$ cat src/rtl/imem_loader_if.sv
// imem_loader_if: groups the start/byte-stream/instruction-memory-write
// signals of the instruction-memory loader.
//   start, in_valid, in_data : host -> loader (session start, byte stream)
//   in_ready                 : loader -> host (byte accepted this cycle)
//   WE, W_Addr, W_Ins        : loader -> instruction memory (registered)
//   cpu_rst, busy, done, err : loader status
//   dbg_state                : loader FSM state, for observation only
// Handshake: a byte transfers on a posedge where in_valid && in_ready are
// both 1; in_data is ignored on every other edge, and a held in_valid with
// in_ready low simply waits.
interface imem_loader_if;
  logic        start;
  logic        in_valid;
  logic [7:0]  in_data;
  logic        in_ready;
  logic        WE;
  logic [31:0] W_Addr;
  logic [31:0] W_Ins;
  logic        cpu_rst;
  logic        busy;
  logic        done;
  logic        err;
  logic [2:0]  dbg_state;

  modport master (
    output start, in_valid, in_data,
    input  in_ready, WE, W_Addr, W_Ins, cpu_rst, busy, done, err, dbg_state
  );

  modport slave (
    input  start, in_valid, in_data,
    output in_ready, WE, W_Addr, W_Ins, cpu_rst, busy, done, err, dbg_state
  );
endinterface

$ cat src/rtl/imem_loader.sv
// imem_loader: receives a length-prefixed big-endian byte stream and writes
// it word by word into instruction memory, holding the CPU in reset until
// the load completes.
// Ports:
//   CLK       : sole clock, all state on posedge
//   RST       : synchronous active-high reset
//   bus       : imem_loader_if.slave (stream in, memory write out, status)
// Stream format: N[15:8], N[7:0], then 4*N bytes, each word MSB first.
// Words with index >= IMEM_SIZE are consumed but not written, and err is set.
module imem_loader #(
  parameter int IMEM_SIZE = 64
) (
  input  logic        CLK,
  input  logic        RST,
  imem_loader_if.slave bus
);

  localparam logic [2:0] S_IDLE   = 3'd0;
  localparam logic [2:0] S_LEN_HI = 3'd1;
  localparam logic [2:0] S_LEN_LO = 3'd2;
  localparam logic [2:0] S_DATA   = 3'd3;
  localparam logic [2:0] S_WRITE  = 3'd4;
  localparam logic [2:0] S_DONE   = 3'd5;

  logic [2:0]  state_q, state_d;
  logic [15:0] len_q, len_d;
  logic [31:0] word_q, word_d;
  logic [1:0]  bcnt_q, bcnt_d;
  logic [15:0] k_q, k_d;
  logic        we_q, we_d;
  logic [31:0] waddr_q, waddr_d;
  logic [31:0] wins_q, wins_d;
  logic        done_q, done_d;
  logic        err_q, err_d;

  logic in_ready_w;
  logic accept;

  assign in_ready_w = (state_q == S_LEN_HI) || (state_q == S_LEN_LO) ||
                      (state_q == S_DATA);
  assign accept     = bus.in_valid && in_ready_w;

  assign bus.in_ready  = in_ready_w;
  assign bus.busy      = in_ready_w || (state_q == S_WRITE);
  // The CPU leaves reset only once the image is complete.
  assign bus.cpu_rst   = (state_q != S_DONE);
  assign bus.done      = done_q;
  assign bus.err       = err_q;
  assign bus.WE        = we_q;
  assign bus.W_Addr    = waddr_q;
  assign bus.W_Ins     = wins_q;
  assign bus.dbg_state = state_q;

  always_comb begin
    state_d = state_q;
    len_d   = len_q;
    word_d  = word_q;
    bcnt_d  = bcnt_q;
    k_d     = k_q;
    we_d    = 1'b0;
    waddr_d = waddr_q;
    wins_d  = wins_q;
    done_d  = done_q;
    err_d   = err_q;
    case (state_q)
      S_IDLE, S_DONE: begin
        if (bus.start) begin
          state_d = S_LEN_HI;
          done_d  = 1'b0;
          err_d   = 1'b0;
          k_d     = 16'd0;
          bcnt_d  = 2'd0;
        end
      end
      S_LEN_HI: begin
        if (accept) begin
          len_d[15:8] = bus.in_data;
          state_d     = S_LEN_LO;
        end
      end
      S_LEN_LO: begin
        if (accept) begin
          len_d = {len_q[15:8], bus.in_data};
          err_d = (32'(len_d) > 32'(IMEM_SIZE));
          if (len_d == 16'd0) begin
            state_d = S_DONE;
            done_d  = 1'b1;
          end else begin
            state_d = S_DATA;
          end
        end
      end
      S_DATA: begin
        if (accept) begin
          word_d = {word_q[23:0], bus.in_data};
          bcnt_d = bcnt_q + 2'd1;
          // Load the write registers together with the last byte so that
          // WE, W_Addr and W_Ins are valid during the WRITE cycle itself.
          if (bcnt_q == 2'd3) begin
            state_d = S_WRITE;
            we_d    = (32'(k_q) < 32'(IMEM_SIZE));
            waddr_d = {14'd0, k_q, 2'b00};
            wins_d  = word_d;
          end
        end
      end
      S_WRITE: begin
        k_d = k_q + 16'd1;
        if (k_d == len_q) begin
          state_d = S_DONE;
          done_d  = 1'b1;
        end else begin
          state_d = S_DATA;
        end
      end
      default: state_d = S_IDLE;
    endcase
  end

  always_ff @(posedge CLK) begin
    if (RST) begin
      state_q <= S_IDLE;
      len_q   <= 16'd0;
      word_q  <= 32'd0;
      bcnt_q  <= 2'd0;
      k_q     <= 16'd0;
      we_q    <= 1'b0;
      waddr_q <= 32'd0;
      wins_q  <= 32'd0;
      done_q  <= 1'b0;
      err_q   <= 1'b0;
    end else begin
      state_q <= state_d;
      len_q   <= len_d;
      word_q  <= word_d;
      bcnt_q  <= bcnt_d;
      k_q     <= k_d;
      we_q    <= we_d;
      waddr_q <= waddr_d;
      wins_q  <= wins_d;
      done_q  <= done_d;
      err_q   <= err_d;
    end
  end

endmodule

$ cat src/flat_wrapper.sv
// flat-port wrapper written by rule: the top's interface ports become plain ports
module imem_loader_flat 
#(
  parameter int IMEM_SIZE = 64
)
  (CLK, RST, bus_start, bus_in_valid, bus_in_data, bus_in_ready, bus_WE, bus_W_Addr, bus_W_Ins, bus_cpu_rst, bus_busy, bus_done, bus_err, bus_dbg_state);
  imem_loader_if bus_i ();
  input  logic CLK;
  input  logic RST;
  input wire logic [$bits(bus_i.start)-1:0] bus_start;
  input wire logic [$bits(bus_i.in_valid)-1:0] bus_in_valid;
  input wire logic [$bits(bus_i.in_data)-1:0] bus_in_data;
  output wire logic [$bits(bus_i.in_ready)-1:0] bus_in_ready;
  output wire logic [$bits(bus_i.WE)-1:0] bus_WE;
  output wire logic [$bits(bus_i.W_Addr)-1:0] bus_W_Addr;
  output wire logic [$bits(bus_i.W_Ins)-1:0] bus_W_Ins;
  output wire logic [$bits(bus_i.cpu_rst)-1:0] bus_cpu_rst;
  output wire logic [$bits(bus_i.busy)-1:0] bus_busy;
  output wire logic [$bits(bus_i.done)-1:0] bus_done;
  output wire logic [$bits(bus_i.err)-1:0] bus_err;
  output wire logic [$bits(bus_i.dbg_state)-1:0] bus_dbg_state;
  assign bus_i.start = bus_start;
  assign bus_i.in_valid = bus_in_valid;
  assign bus_i.in_data = bus_in_data;
  assign bus_in_ready = bus_i.in_ready;
  assign bus_WE = bus_i.WE;
  assign bus_W_Addr = bus_i.W_Addr;
  assign bus_W_Ins = bus_i.W_Ins;
  assign bus_cpu_rst = bus_i.cpu_rst;
  assign bus_busy = bus_i.busy;
  assign bus_done = bus_i.done;
  assign bus_err = bus_i.err;
  assign bus_dbg_state = bus_i.dbg_state;
  imem_loader #(.IMEM_SIZE(IMEM_SIZE)) u_core (.CLK(CLK), .RST(RST), .bus(bus_i));
endmodule
$ cat config.mk
export PLATFORM = sky130hd
export DESIGN_NAME = imem_loader_flat
export DESIGN_NICKNAME = d
export VERILOG_FILES = /design/src/rtl/imem_loader_if.sv /design/src/rtl/imem_loader.sv /design/src/flat_wrapper.sv
export SDC_FILE = /design/constraint.sdc
export NUM_CORES = 1
export LEC_CHECK = 0
export ABC_AREA = 0
export BUFFER_PORTS_ARGS = -buffer_cell sky130_fd_sc_hd__buf_2
export CAP_MARGIN = 30
export CORE_ASPECT_RATIO = 0.6
export CORE_MARGIN = 2
export CORE_UTILIZATION = 60
export CTS_BUF_LIST = sky130_fd_sc_hd__clkbuf_2
export DETAILED_ROUTE_END_ITERATION = 7
export PLACE_DENSITY = 0.95
export SYNTH_ARGS = -nofsm -noshare
export SYNTH_HDL_FRONTEND = slang
export SYNTH_SLANG_ARGS = --single-unit
$ cat constraint.sdc
create_clock -name CLK -period 6.3 [get_ports CLK]
set_clock_uncertainty 0.05 [all_clocks]
set_input_delay 0.315 -clock CLK [delete_from_list [all_inputs] [get_ports CLK]]
set_output_delay 0.315 -clock CLK [all_outputs]
set_load 0.01 [all_outputs]
* Word level (Yosys, flattened, before mapping)
Index checks and enable logic that the tools add are counted. W data, S select, Z words.
Word-level totals: flip-flop bits (word level) 112, input port bits 12, output and inout bits 73, logic and storage cells 77
Cells by class: add/subtract/negate cells 2, $lt $le $gt $ge 2, equality and inequality tests 15, multiplexer cells 22, bitwise logic cells 4, reduce and logical (&&, ||, !) cells 21
Operators by type and width (number):
- $pmux W16 S2 | 1
- $mux W3 | 7
- $add A16 B1 Y16 const B | 1
- $eq A16 B16 Y1 | 1
- $gt A16 B7 Y1 const B | 1
- $logic_not A16 Y1 | 1
- $lt A16 B7 Y1 const B | 1
- $mux W16 | 1
- $pmux W8 S2 | 1
- $pmux W3 S5 | 1
- $reduce_and A3 Y1 | 4
- $reduce_and A5 Y1 | 2
- $mux W8 | 1
- $ne A2 B2 Y1 const B | 4
- $eq A3 B2 Y1 const B | 2
- $eq A3 B3 Y1 const B | 2
- $ne A2 B1 Y1 const B | 3
- $reduce_and A2 Y1 | 3
- $reduce_bool A2 Y1 | 3
- $mux W1 | 5
- $mux W2 | 2
- $not A1 Y1 | 4
- $pmux W2 S2 | 1
- $reduce_or A4 Y1 | 1
- other kinds (11) | 13

* Depth between registers and ports, before layout
Gate-level depths: netlist (run 1).
depth in word-level cells 6, gate-level depth with buffers 8, mapped depth without buffers 7

* Worst setup path before layout (run 1)
Ideal clock, no wire load.
kind reg-to-reg, start register u_core.k_q[1], end register u_core.done_q, in the netlist u_core.bus.done, library setup time 0.103 ns, data arrival time 1.973 ns, required time 6.147 ns, setup slack 4.174 ns, stages on the path, launching flop included 8, path buffers 0, clock period less this slack 2.126 ns, cells stage by stage dfxtp_1 ha_1 nand3_2 nor4_2 xnor2_1 nor4_4 nand4_2 a2111oi_2
Between the ends: longest elaborated chain between the ends 4
Ends and longest elaborated chain:
- from (decl) | RTL line imem_loader.sv:29 | logic [15:0] k_q, k_d;
- from (signal assigned) | RTL line imem_loader.sv:137 | k_q <= k_d;
- $add A16 B1 Y16 | RTL line imem_loader.sv:108 | k_d = k_q + 16'd1;
- $eq A16 B16 Y1 | RTL line imem_loader.sv:109 | if (k_d == len_q) begin
- $ne A2 B2 Y1 (no source line)
- $reduce_and A5 Y1 (no source line)
- to (signal assigned) | RTL line imem_loader.sv:141 | done_q <= done_d;
- to (decl) | RTL line imem_loader.sv:33 | logic done_q, done_d;
No other way between the ends. A chain may end at the register's enable or synchronous reset.

* Worst setup path in the final report (run 1)
start register u_core.k_q[0], end register u_core.done_q, in the netlist u_core.bus.done
The elaborated chain is that of the path after synthesis.

==> results of run 1 <==
==> metal layers <==
| metal | vias to the layer above | global-route usage |
|---|---|---|
| met3 | 37 | 0.108 |
| li1 | 2201 | - |
| met4 | 0 | 0.0856 |
| met5 | - | 0 |
| met1 | 2098 | 0.377 |
| met2 | 239 | 0.421 |
==> cells in the mapped netlist (3+ instances only) <==
library cell	count	area, um^2
a21oi_1	99	495
a311oi_1	4	35.0
and3_1	3	18.8
buf_4	25	188
clkbuf_1	34	128
dfxtp_1	112	2240
inv_1	4	15.0
mux2i_1	8	80.1
nand2_1	182	683
nand3_1	10	50.1
nand4_1	3	18.8
nor2_1	41	154
nor2b_1	4	25.0
nor3_1	11	55.1
nor4_1	6	37.5
nor4_4	3	63.8
o21ai_0	14	70.1
o31ai_1	3	22.5
xnor2_1	21	184
xor2_1	4	35.0
==> final cells by class <==
cell class | count | area [um^2]
clock inverter | 7 | 43.8
sequential | 112 | 2240
tap | 108 | 135
multi-input combinational | 471 | 2490
timing repair buffer | 82 | 483
inverter | 5 | 18.8
clock buffer | 9 | 45.0
fill | 632 | 2550
antenna | 1 | 2.50
==> timing repair <==
item                      CTS  global route
buffers inserted            0             0
hold buffers                9             0
hold endpoints to repair   33             0
==> flip-flops by register name (all words and copies together) (netlist names) <==
| register | flops |
|---|---|
| u_core.word_q | 24 |
| u_core.len_q | 16 |
| u_core.bus.WE | 1 |
| u_core.bus.W_Ins | 32 |
| u_core.k_q | 16 |
| u_core.bus.dbg_state | 3 |
| u_core.bus.err | 1 |
| u_core.bus.W_Addr | 16 |
| u_core.bcnt_q | 2 |
| u_core.bus.done | 1 |
==> kinds of logic after synthesis <==
| family | Yosys count | share of synthesized area |
|---|---|---|
| adder cells (fa/ha/maj) | 2 | 0.00498 |
| other | 1 | 0.000746 |
| buffers and inverters | 68 | 0.0700 |
| multiplexers | 9 | 0.0182 |
| XOR/XNOR | 25 | 0.0436 |
| flip-flops | 112 | 0.446 |
| AO/OA/AOI/OAI | 142 | 0.163 |
| AND/OR/NAND/NOR | 277 | 0.253 |
==> per-stage QoR <==
| step | setup WS, ns | std cells | hold slack, ns | power (mW) | utilization |
|---|---|---|---|---|---|
| after floorplan | 4.17 | 651 | 0.382 | 0.841 | - |
| after global placement | 3.84 | 767 | 0.390 | 0.867 | 0.655 |
| after detailed placement | 3.74 | 769 | 0.394 | 0.874 | 0.659 |
| after CTS | 3.70 | 794 | 0.0618 | 1.16 | 0.681 |
| after global routing | 3.38 | 794 | 0.0963 | 1.20 | 0.681 |
| final | 3.65 | 795 | 0.106 | 1.16 | 0.682 |
==> power by group <==
| part | internal, mW | switching, mW |
|---|---|---|
| sequential | 0.721 | 0.0165 |
| combinational | 0.0486 | 0.0843 |
| clock | 0.0532 | 0.237 |
==> worst paths after layout <==
kind | from | to | cells after the start | slack, ns
worst max-delay path | u_core.k_q[0] | u_core.bus.done | 7 | 3.65
worst min-delay path | RST | u_core.len_q[9] | 2 | 0.11
worst max register to register | u_core.k_q[0] | u_core.bus.done | 7 | 3.65
worst min register to register | u_core.bus.W_Addr[4] | u_core.bus.W_Addr[4] | 2 | 0.42
==> results.md, run 1 <==
* Most common cell on crit path: a2111oi_2
* YS warnings at 0
* Pins Over Slew Limit at 0
* Setup TNS at 0 ns
* Buf/Inv on CP at 0
* Row count at 25
* Most frequent cells in the layout: nand2_1 (182), dfxtp_1 (112), a21oi_1 (99), buf_2 (67), nor2_1 (41)
* Final Net Count at 695
* Top_reg_cell synth: dfxtp_1
* Pin count of the biggest net entering global routing at 62
* Routability congestion estimate at roughly 0.90
* Register bit count reported by yosys at approximately 110
* Vias after detailed routing at between 4,000 and 5,000
* Commonest non-fill, non-tap cell in the layout: nand2_1
* Die width at between 100 and 150 um
* Sequential area share after synthesis at 0.446
* IO buf count at ~70
* Routed wire length at 12,600 um
* Synthesis-to-finish area growth at 8.62%
* First DRT Iteration DRCs at between 400 and 500
* Syn Area/Cell at approximately 7.9 um^2
* Top sig layer: met4
* Startpoint types: flop
* Pleak at between 2 and 2.5 nW
* Post-DR wirelength/cell at roughly 16 um
* I/O pin cnt at between 80 and 90
* Core ar. at 8010 um^2
* CTS tree: done
* Critical Path Sink Type: flop
* Longest Clk Path Bufs at 2
* Final Hold Violating Endpoints at 0
* Post-CTS sizing at 0
* Slew @ Worst Pin at 1.02 ns
* Design area at approximately 5500 um^2
* Crit-path slowest cell: dfxtp_1
* Number of flops mapped to enable cells by yosys at 0
* Fraction of layout cells with a size suffix above 1 at 0.152
* Total grt overflow at 0
* DR vias/cell at about 5.8
* Arr. time, crit path at approximately 3.1 ns
* Met2 routed WL at between 5000 and 6000 um
* Detail Placement HPWL at 8970 um
* Slew headroom at 0.315
* Placed inst area at between 5000 and 6000 um^2
* H-tree depth at 3
* Worst EP required at roughly 6.8 ns
* Hold WC Path Type: in -> reg
* Num CTS Buffers at 9
* Final Cycle Share at 0.420
* Mapped Area at around 5000 um^2
* Chip height at between 70 and 80 um
* Critical path type: reg -> reg
* Metal3 WL at roughly 1400 um
* First-pass GRT wire length at 19,700 um
* Pre-Repair DR Iteration Count at 5
* Vias in the first global route at ~4,000
* Slowest stage delay, CP at 0.56 ns
* # Max-Cap Violations at 0
* Antenna viol nets, final at 0
* Asr flop ratio synth at 0
* Outcome: finished clean
* Root Driver: clkbuf_2
* Highest Clock Rate at between 300 and 400 MHz
* Initial Util at 0.627
* CP delay by family, top: compound AO/OA/AOI/OAI gates
* CTS sink cnt at between 100 and 150
* CP Max Fanout at 8
* Skew-Pair Late Insertion Delay at around 0.6 ns
* Power per cell area at approximately 210 nW/um^2
* GRT Overall Usage at 0.280
* Initial antenna violation count at 1
* Synth cell types at 54
* Critical-path cell list: ha_1 > nand3_2 > nor2_1 > xnor2_1 > a2111oi_2 > nand4_2 > a2111oi_2
* Die outline area at approximately 9000 um^2
* M1 wire length at 5580 um
* CTS clk-pin slew, worst paths at 0.29 ns
* RSZ-0062 raised after global routing: false
* Synthesized instance count at between 600 and 700
* DR DRC count at 0
* Final Critical Period at ~2.6 ns
* Setup violations, final at 0
* Maximum vdd ir drop at around 0.15 mV
No activity file was read; power rests on OpenSTA's default activity.
==> inputs of run 2 (changes only) <==
CORE_UTILIZATION = 58   (was 60)
PLACE_DENSITY = 0.93   (was 0.95)
clock period = 2.5 ns   (was 6.3 ns; I/O delays follow)
==> run 2 against run 1 <==
Register-to-register slack worse by 3.5 ns. Cell count up 2.6%. Sequential power rose to 2.5 times the previous value. Routed wire length up 2.9%. Largest cell class unchanged. Highest routed layer unchanged.
==> results.md, run 2 (same netlist as run 1, synthesis figures left out) <==
* H-tree depth at 3 (unchanged)
* Crit-path slowest cell: dfxtp_1
* Skew-Pair Late Insertion Delay at 0.62 ns (+0.02 ns)
* Total power at 2.94 mW (+150%)
* Arr. time, crit path at 2.81 ns (-0.32 ns)
* Fraction of layout cells with a size suffix above 1 at 0.173 (+0.0217)
* Slew headroom at 0.469 (+0.154)
* Root Driver: clkbuf_2
* Hold depth at 4 (+2)
* Worst EP required at 2.99 ns (-3.79 ns)
* Commonest non-fill, non-tap cell in the layout: nand2_1
* Combinational share of power at 0.122 (+0.008)
* Ant diodes at 0 (-1)
* Flop pwr share at 0.631 (-0.004)
* Startpoint types: flop
* Routed wire length at 13,000 um (+2.9%)
* Worst R2R Path Depth at 6 (-1)
* Min Hold Slack at 0.266 ns (+0.160 ns)
* Chip height at 76.1 um (+1.6%)
* P_int at 2.08 mW (+150%)
* Pre-Repair DR Iteration Count at 5 (unchanged)
* Sw Ratio at 0.292 (+0.000543)
* CP Max Fanout at 7 (-1)
* Synthesis-to-finish area growth at 12.1%
* Critical path type: reg -> reg
* Detail Placement HPWL at 9160 um (+2.0%)
* Critical-path cell list: nand4_4 > or3_1 > a211o_1 > a211oi_2 > nand4_2 > a2111oi_2
* CTS clk-pin slew, worst paths at 0.29 ns (about the same)
* Placed inst area at 5400 um^2 (+2.3%)
* Largest register FFs at 32 (unchanged)
* DR vias/cell at 5.68 (-1.4%)
* I/O pin cnt at 85 (unchanged)
* Die outline area at 9450 um^2 (+3.3%)
* Slew @ Worst Pin at 0.791 ns (-0.234 ns)
* Non-filler cells in the finished layout at 816 (+2.6%)
* Power per cell area at 521 nW/um^2 (+150%)
* Final Hold Violating Endpoints at 0 (unchanged)
* R2r endpoint: u_core.bus.done
* Initial Util at 0.594 (-0.0334)
* Slowest stage delay, CP at 0.61 ns (+0.05 ns)
* GRT Overall Usage at 0.288 (+0.00796)
* Outcome: finished clean
* Final Cycle Share at 0.929 (+0.509)
* Total grt overflow at 0 (unchanged)
* DP Cell Count at 787 (+2.3%)
* Pin count of the biggest net entering global routing at 63 (+1.6%)
* First DRT Iteration DRCs at 575 (+18%)
* Num CTS Buffers at 9 (unchanged)
* Flop-to-flop setup slack at 0.18 ns (-3.48 ns)
* Most frequent cells in the layout: nand2_1 (182), dfxtp_1 (108), a21oi_1 (99), buf_2 (67), nor2_1 (41)
* Vias in the first global route at 4,172 (+3.9%)
* Antenna viol nets, final at 0 (unchanged)
* CTS sink cnt at 112 (unchanged)
* IO buf count at 68 (unchanged)
* CP delay by family, top: compound AO/OA/AOI/OAI gates
* Setup violations, final at 0 (unchanged)
* Initial antenna violation count at 0 (-1)
* Core ar. at 8460 um^2 (+5.6%)
* Pleak at 2.15 nW (+4.1%)
* RSZ-0062 raised after global routing: false
* Hold WC Path Type: in -> reg
* Routability congestion estimate at 1.01 (+12%)
* Post-DR wirelength/cell at 15.9 um (+0.22%)
* Maximum vdd ir drop at 0.300 mV (+99%)
* Setup TNS at 0 ns (unchanged)
* CTS tree: done
* Critical Path Sink Type: flop
* Final Critical Period at 2.32 ns (-0.323 ns)
* Highest Clock Rate at 430 MHz (+14%)
* Longest Clk Path Bufs at 2 (unchanged)
* Design area at 5630 um^2 (+3.2%)
* Clk pwr share at 0.247 (-0.003)
* Vias after detailed routing at 4,632 (+1.2%)
* Row count at 26 (+4.0%)
* Buf/Inv on CP at 0 (unchanged)
* R2r startpoint: u_core.k_q[9]
* DR DRC count at 0 (unchanged)
* Pins Over Slew Limit at 0 (unchanged)
* First-pass GRT wire length at 21,200 um (+7.7%)
* Hold Path End: u_core.bus.W_Ins[2]
* Die width at 124 um (+1.6%)
* Net Sw Power at 0.857 mW (+150%)
* Final Net Count at 714 (+2.7%)
* Setup Fix Bufs, Post-CTS at 0 (unchanged)
* # Max-Cap Violations at 0 (unchanged)
* Hold Startpoint: bus_in_data[2]
-- run 2: worst max-delay path by stage --
stage,end,start,cells past startpoint
global placement,u_core.bus.done,u_core.k_q[9],6
CTS,u_core.bus.done,u_core.k_q[3],6
global route,u_core.bus.done,u_core.k_q[1],7
finish,u_core.bus.done,u_core.k_q[9],6
floorplan,u_core.bus.done,u_core.k_q[1],7
detailed placement,u_core.bus.done,u_core.k_q[3],6
-- run 2: worst min-delay path, cell delays in order --
cell and delay, ns:
dlygate4sd3_1 0.53, buf_2 0.17, nand2_1 0.07, a21oi_1 0.05
-- run 2: what timing repair did --
item | in CTS | in global routing
setup endpoints to repair | 0 | 2
hold buffers | 14 | 0
endpoints found under the hold margin | 71 | 0
resized for setup | 0 | 4
-- run 2: per-stage QoR --
stage               utilization  setup slack [ns]
global placement          0.638             0.310
detailed placement        0.638             0.201
CTS                       0.666             0.133
finish                    0.666             0.177
floorplan                     -             0.374
global route              0.666           0.00201
-- run 2: area by class of cell --
| cell class | instances | area, um^2 |
|---|---|---|
| fill | 697 | 2820 |
| multi-input combinational | 471 | 2490 |
| sequential | 112 | 2250 |
| timing repair buffer | 101 | 651 |
| tap | 112 | 140 |
| clock buffer | 9 | 45.0 |
| clock inverter | 6 | 45.0 |
| inverter | 5 | 18.8 |
-- run 2: power groups by stage --
stage / logic, mW / clock network [mW] / registers [mW]
6_report: 0.358 / 0.727 / 1.85
5_1_grt: 0.387 / 0.820 / 1.86
4_1_cts: 0.348 / 0.737 / 1.85
3_5_place_dp: 0.330 / 0 / 1.88
3_3_place_gp: 0.326 / 0 / 1.88
2_1_floorplan: 0.249 / 0 / 1.87
-- run 2: routing by layer --
metal	wire, um	vias up	global-route usage
met2	5550	238	0.403
li1	-	2237	-
met4	78	0	0.0517
met3	1530	11	0.116
met5	0	-	0
met1	5850	2146	0.420
==> inputs of run 3 (changes only) <==
RECOVER_POWER = 50   (was default)
==> run 3 against run 2 <==
Maximum frequency shrank 0.37%. Critical path type unchanged. Cell count is the same. Clock power is essentially flat. Sequential share of layout area grew 0.52 points. Utilization shrank 0.86 points. Die area is the same. Via count grew 0.56%. Routed wire length grew 0.75%. Largest power group unchanged.
==> results.md, run 3 (same netlist as run 1, synthesis figures left out) <==
* RSZ-0062 raised after global routing: false
* Total grt overflow at 0 (unchanged)
* DR DRC count at 0 (unchanged)
* Final Hold Violating Endpoints at 0 (unchanged)
* Net Sw Power at 0.860 mW (+0.31%)
* Die width at 124 um (unchanged)
* Critical-path cell list: nand4_4 > or3_1 > a211o_1 > a211oi_2 > nand4_2 > a2111oi_2
* Vias in the first global route at 4,172 (unchanged)
* Sequential cell area at 2250 um^2 (unchanged)
* First-pass GRT wire length at 21,200 um (unchanged)
* Highest Clock Rate at 429 MHz (-0.37%)
* Pin count of the biggest net entering global routing at 63 (unchanged)
* I/O pin cnt at 85 (unchanged)
* Chip height at 76.1 um (unchanged)
* CTS clk-pin slew, worst paths at 0.30 ns (about the same)
* DR vias/cell at 5.71 (+0.56%)
* Worst EP required at 2.99 ns (about the same)
* Critical path type: reg -> reg
* H-tree depth at 3 (unchanged)
* Outcome: finished clean
* Setup Fix Bufs, Post-CTS at 0 (unchanged)
* Fraction of layout cells with a size suffix above 1 at 0.0966 (-0.0767)
* CP Max Fanout at 7 (unchanged)
* Setup TNS at 0 ns (unchanged)
* Final core occ at 0.658 (-0.00858)
* Clk pwr share at 0.249 (+0.002)
* Antenna viol nets, final at 0 (unchanged)
* # Max-Cap Violations at 0 (unchanged)
* Longest Clk Path Bufs at 2 (unchanged)
* Post-DR wirelength/cell at 16.1 um (+0.75%)
* Non-filler cells in the finished layout at 816 (unchanged)
* CTS sink cnt at 112 (unchanged)
* Critical Path Sink Type: flop
* Final Worst Setup Slack at 0.168 ns (-0.00875 ns)
* Placed inst area at 5400 um^2 (unchanged)
* Combinational share of power at 0.121 (about the same)
* Die outline area at 9450 um^2 (unchanged)
* Pre-CTS WS at 0.201 ns (unchanged)
* Pre-Repair DR Iteration Count at 6 (+1)
* Power per cell area at 528 nW/um^2 (+1.3%)
* Ant diodes at 0 (unchanged)
* Commonest non-fill, non-tap cell in the layout: nand2_1
* Slew @ Worst Pin at 0.908 ns (+0.117 ns)
* Flop pwr share at 0.631 (about the same)
* Slowest stage delay, CP at 0.61 ns (about the same)
* Final Net Count at 714 (unchanged)
* Final Critical Period at 2.33 ns (+0.00875 ns)
* Multi-input gate area at 2490 um^2 (unchanged)
* Detail Placement HPWL at 9160 um (unchanged)
* Arr. time, crit path at 2.82 ns (about the same)
* Synthesis-to-finish area growth at 10.7%
* Core ar. at 8460 um^2 (unchanged)
* Num CTS Buffers at 9 (unchanged)
* Root Driver: clkbuf_2
* IO buf count at 68 (unchanged)
* Largest register FFs at 32 (unchanged)
* Design area at 5560 um^2 (-1.3%)
* First DRT Iteration DRCs at 589 (+2.4%)
* Pleak at 1.91 nW (-11%)
* Final Cycle Share at 0.933 (+0.00350)
* Total power at 2.94 mW (about the same)
* Layout fillers at 728 (+4.4%)
* Vias after detailed routing at 4,658 (+0.56%)
* Min Hold Slack at 0.259 ns (-0.00649 ns)
* Most frequent cells in the layout: nand2_1 (182), dfxtp_1 (108), a21oi_1 (99), clkbuf_1 (54), nor2_1 (41)
* Hold WC Path Type: in -> reg
* Initial antenna violation count at 0 (unchanged)
* Pins Over Slew Limit at 0 (unchanged)
* Maximum vdd ir drop at 0.301 mV (+0.22%)
* Routability congestion estimate at 1.01 (unchanged)
* Sw Ratio at 0.293 (+0.000887)
* Row count at 26 (unchanged)
* Skew-Pair Late Insertion Delay at 0.62 ns (about the same)
* Slew headroom at 0.395 (-0.0741)
* CTS tree: done
* Setup violations, final at 0 (unchanged)
* Startpoint types: flop
* Crit-path slowest cell: dfxtp_1
* P_int at 2.08 mW (-0.11%)
* Routed wire length at 13,100 um (+0.75%)
* DP Cell Count at 787 (unchanged)
* GRT Overall Usage at 0.288 (unchanged)
* Initial Util at 0.594 (unchanged)
[run 3: power by group through the flow]
| stage | sequential (mW) | combinational [mW] | clock [mW] |
|---|---|---|---|
| 3_3_place_gp | 1.88 | 0.326 | 0 |
| 3_5_place_dp | 1.88 | 0.330 | 0 |
| 2_1_floorplan | 1.87 | 0.249 | 0 |
| 5_1_grt | 1.86 | 0.384 | 0.820 |
| 6_report | 1.85 | 0.355 | 0.730 |
| 4_1_cts | 1.85 | 0.348 | 0.737 |
[run 3: layout make-up]
cell class	instances	area share
clock buffer	9	0.00810
clock inverter	6	0.00810
inverter	5	0.00337
multi-input combinational	471	0.447
sequential	112	0.404
tap	112	0.0252
timing repair buffer	101	0.104
[run 3: path summary, 6_finish.rpt]
path	slack (ns)	to	from	cells after the start
worst max-delay path	0.17	u_core.bus.done	u_core.k_q[9]	6
worst min-delay path	0.26	u_core.bus.W_Ins[2]	bus_in_data[2]	4
worst max register to register	0.17	u_core.bus.done	u_core.k_q[9]	6
worst min register to register	0.42	u_core.bus.W_Ins[24]	u_core.word_q[16]	2
[run 3: what timing repair did]
action | 4_1_cts | 5_1_grt
gates resized for setup | 0 | 4
endpoints found under the hold margin | 71 | 0
hold buffers | 14 | 0
endpoints found under the setup margin | 0 | 2
[run 3: per-layer routing]
layer / up-vias / GRT usage / part of all wire
met3: 11 / 0.116 / 0.12
met5: - / 0 / 0
met2: 258 / 0.403 / 0.42
li1: 2236 / - / -
met1: 2153 / 0.420 / 0.45
met4: 0 / 0.0517 / 0.0063
[run 3: critical path, delay by kind of cell, from the launching register on]
kind / cells / cell delay [ns]
AO/OA/AOI/OAI: 3 / 0.89
flip-flops: 1 / 0.61
AND/OR/NAND/NOR: 3 / 0.71
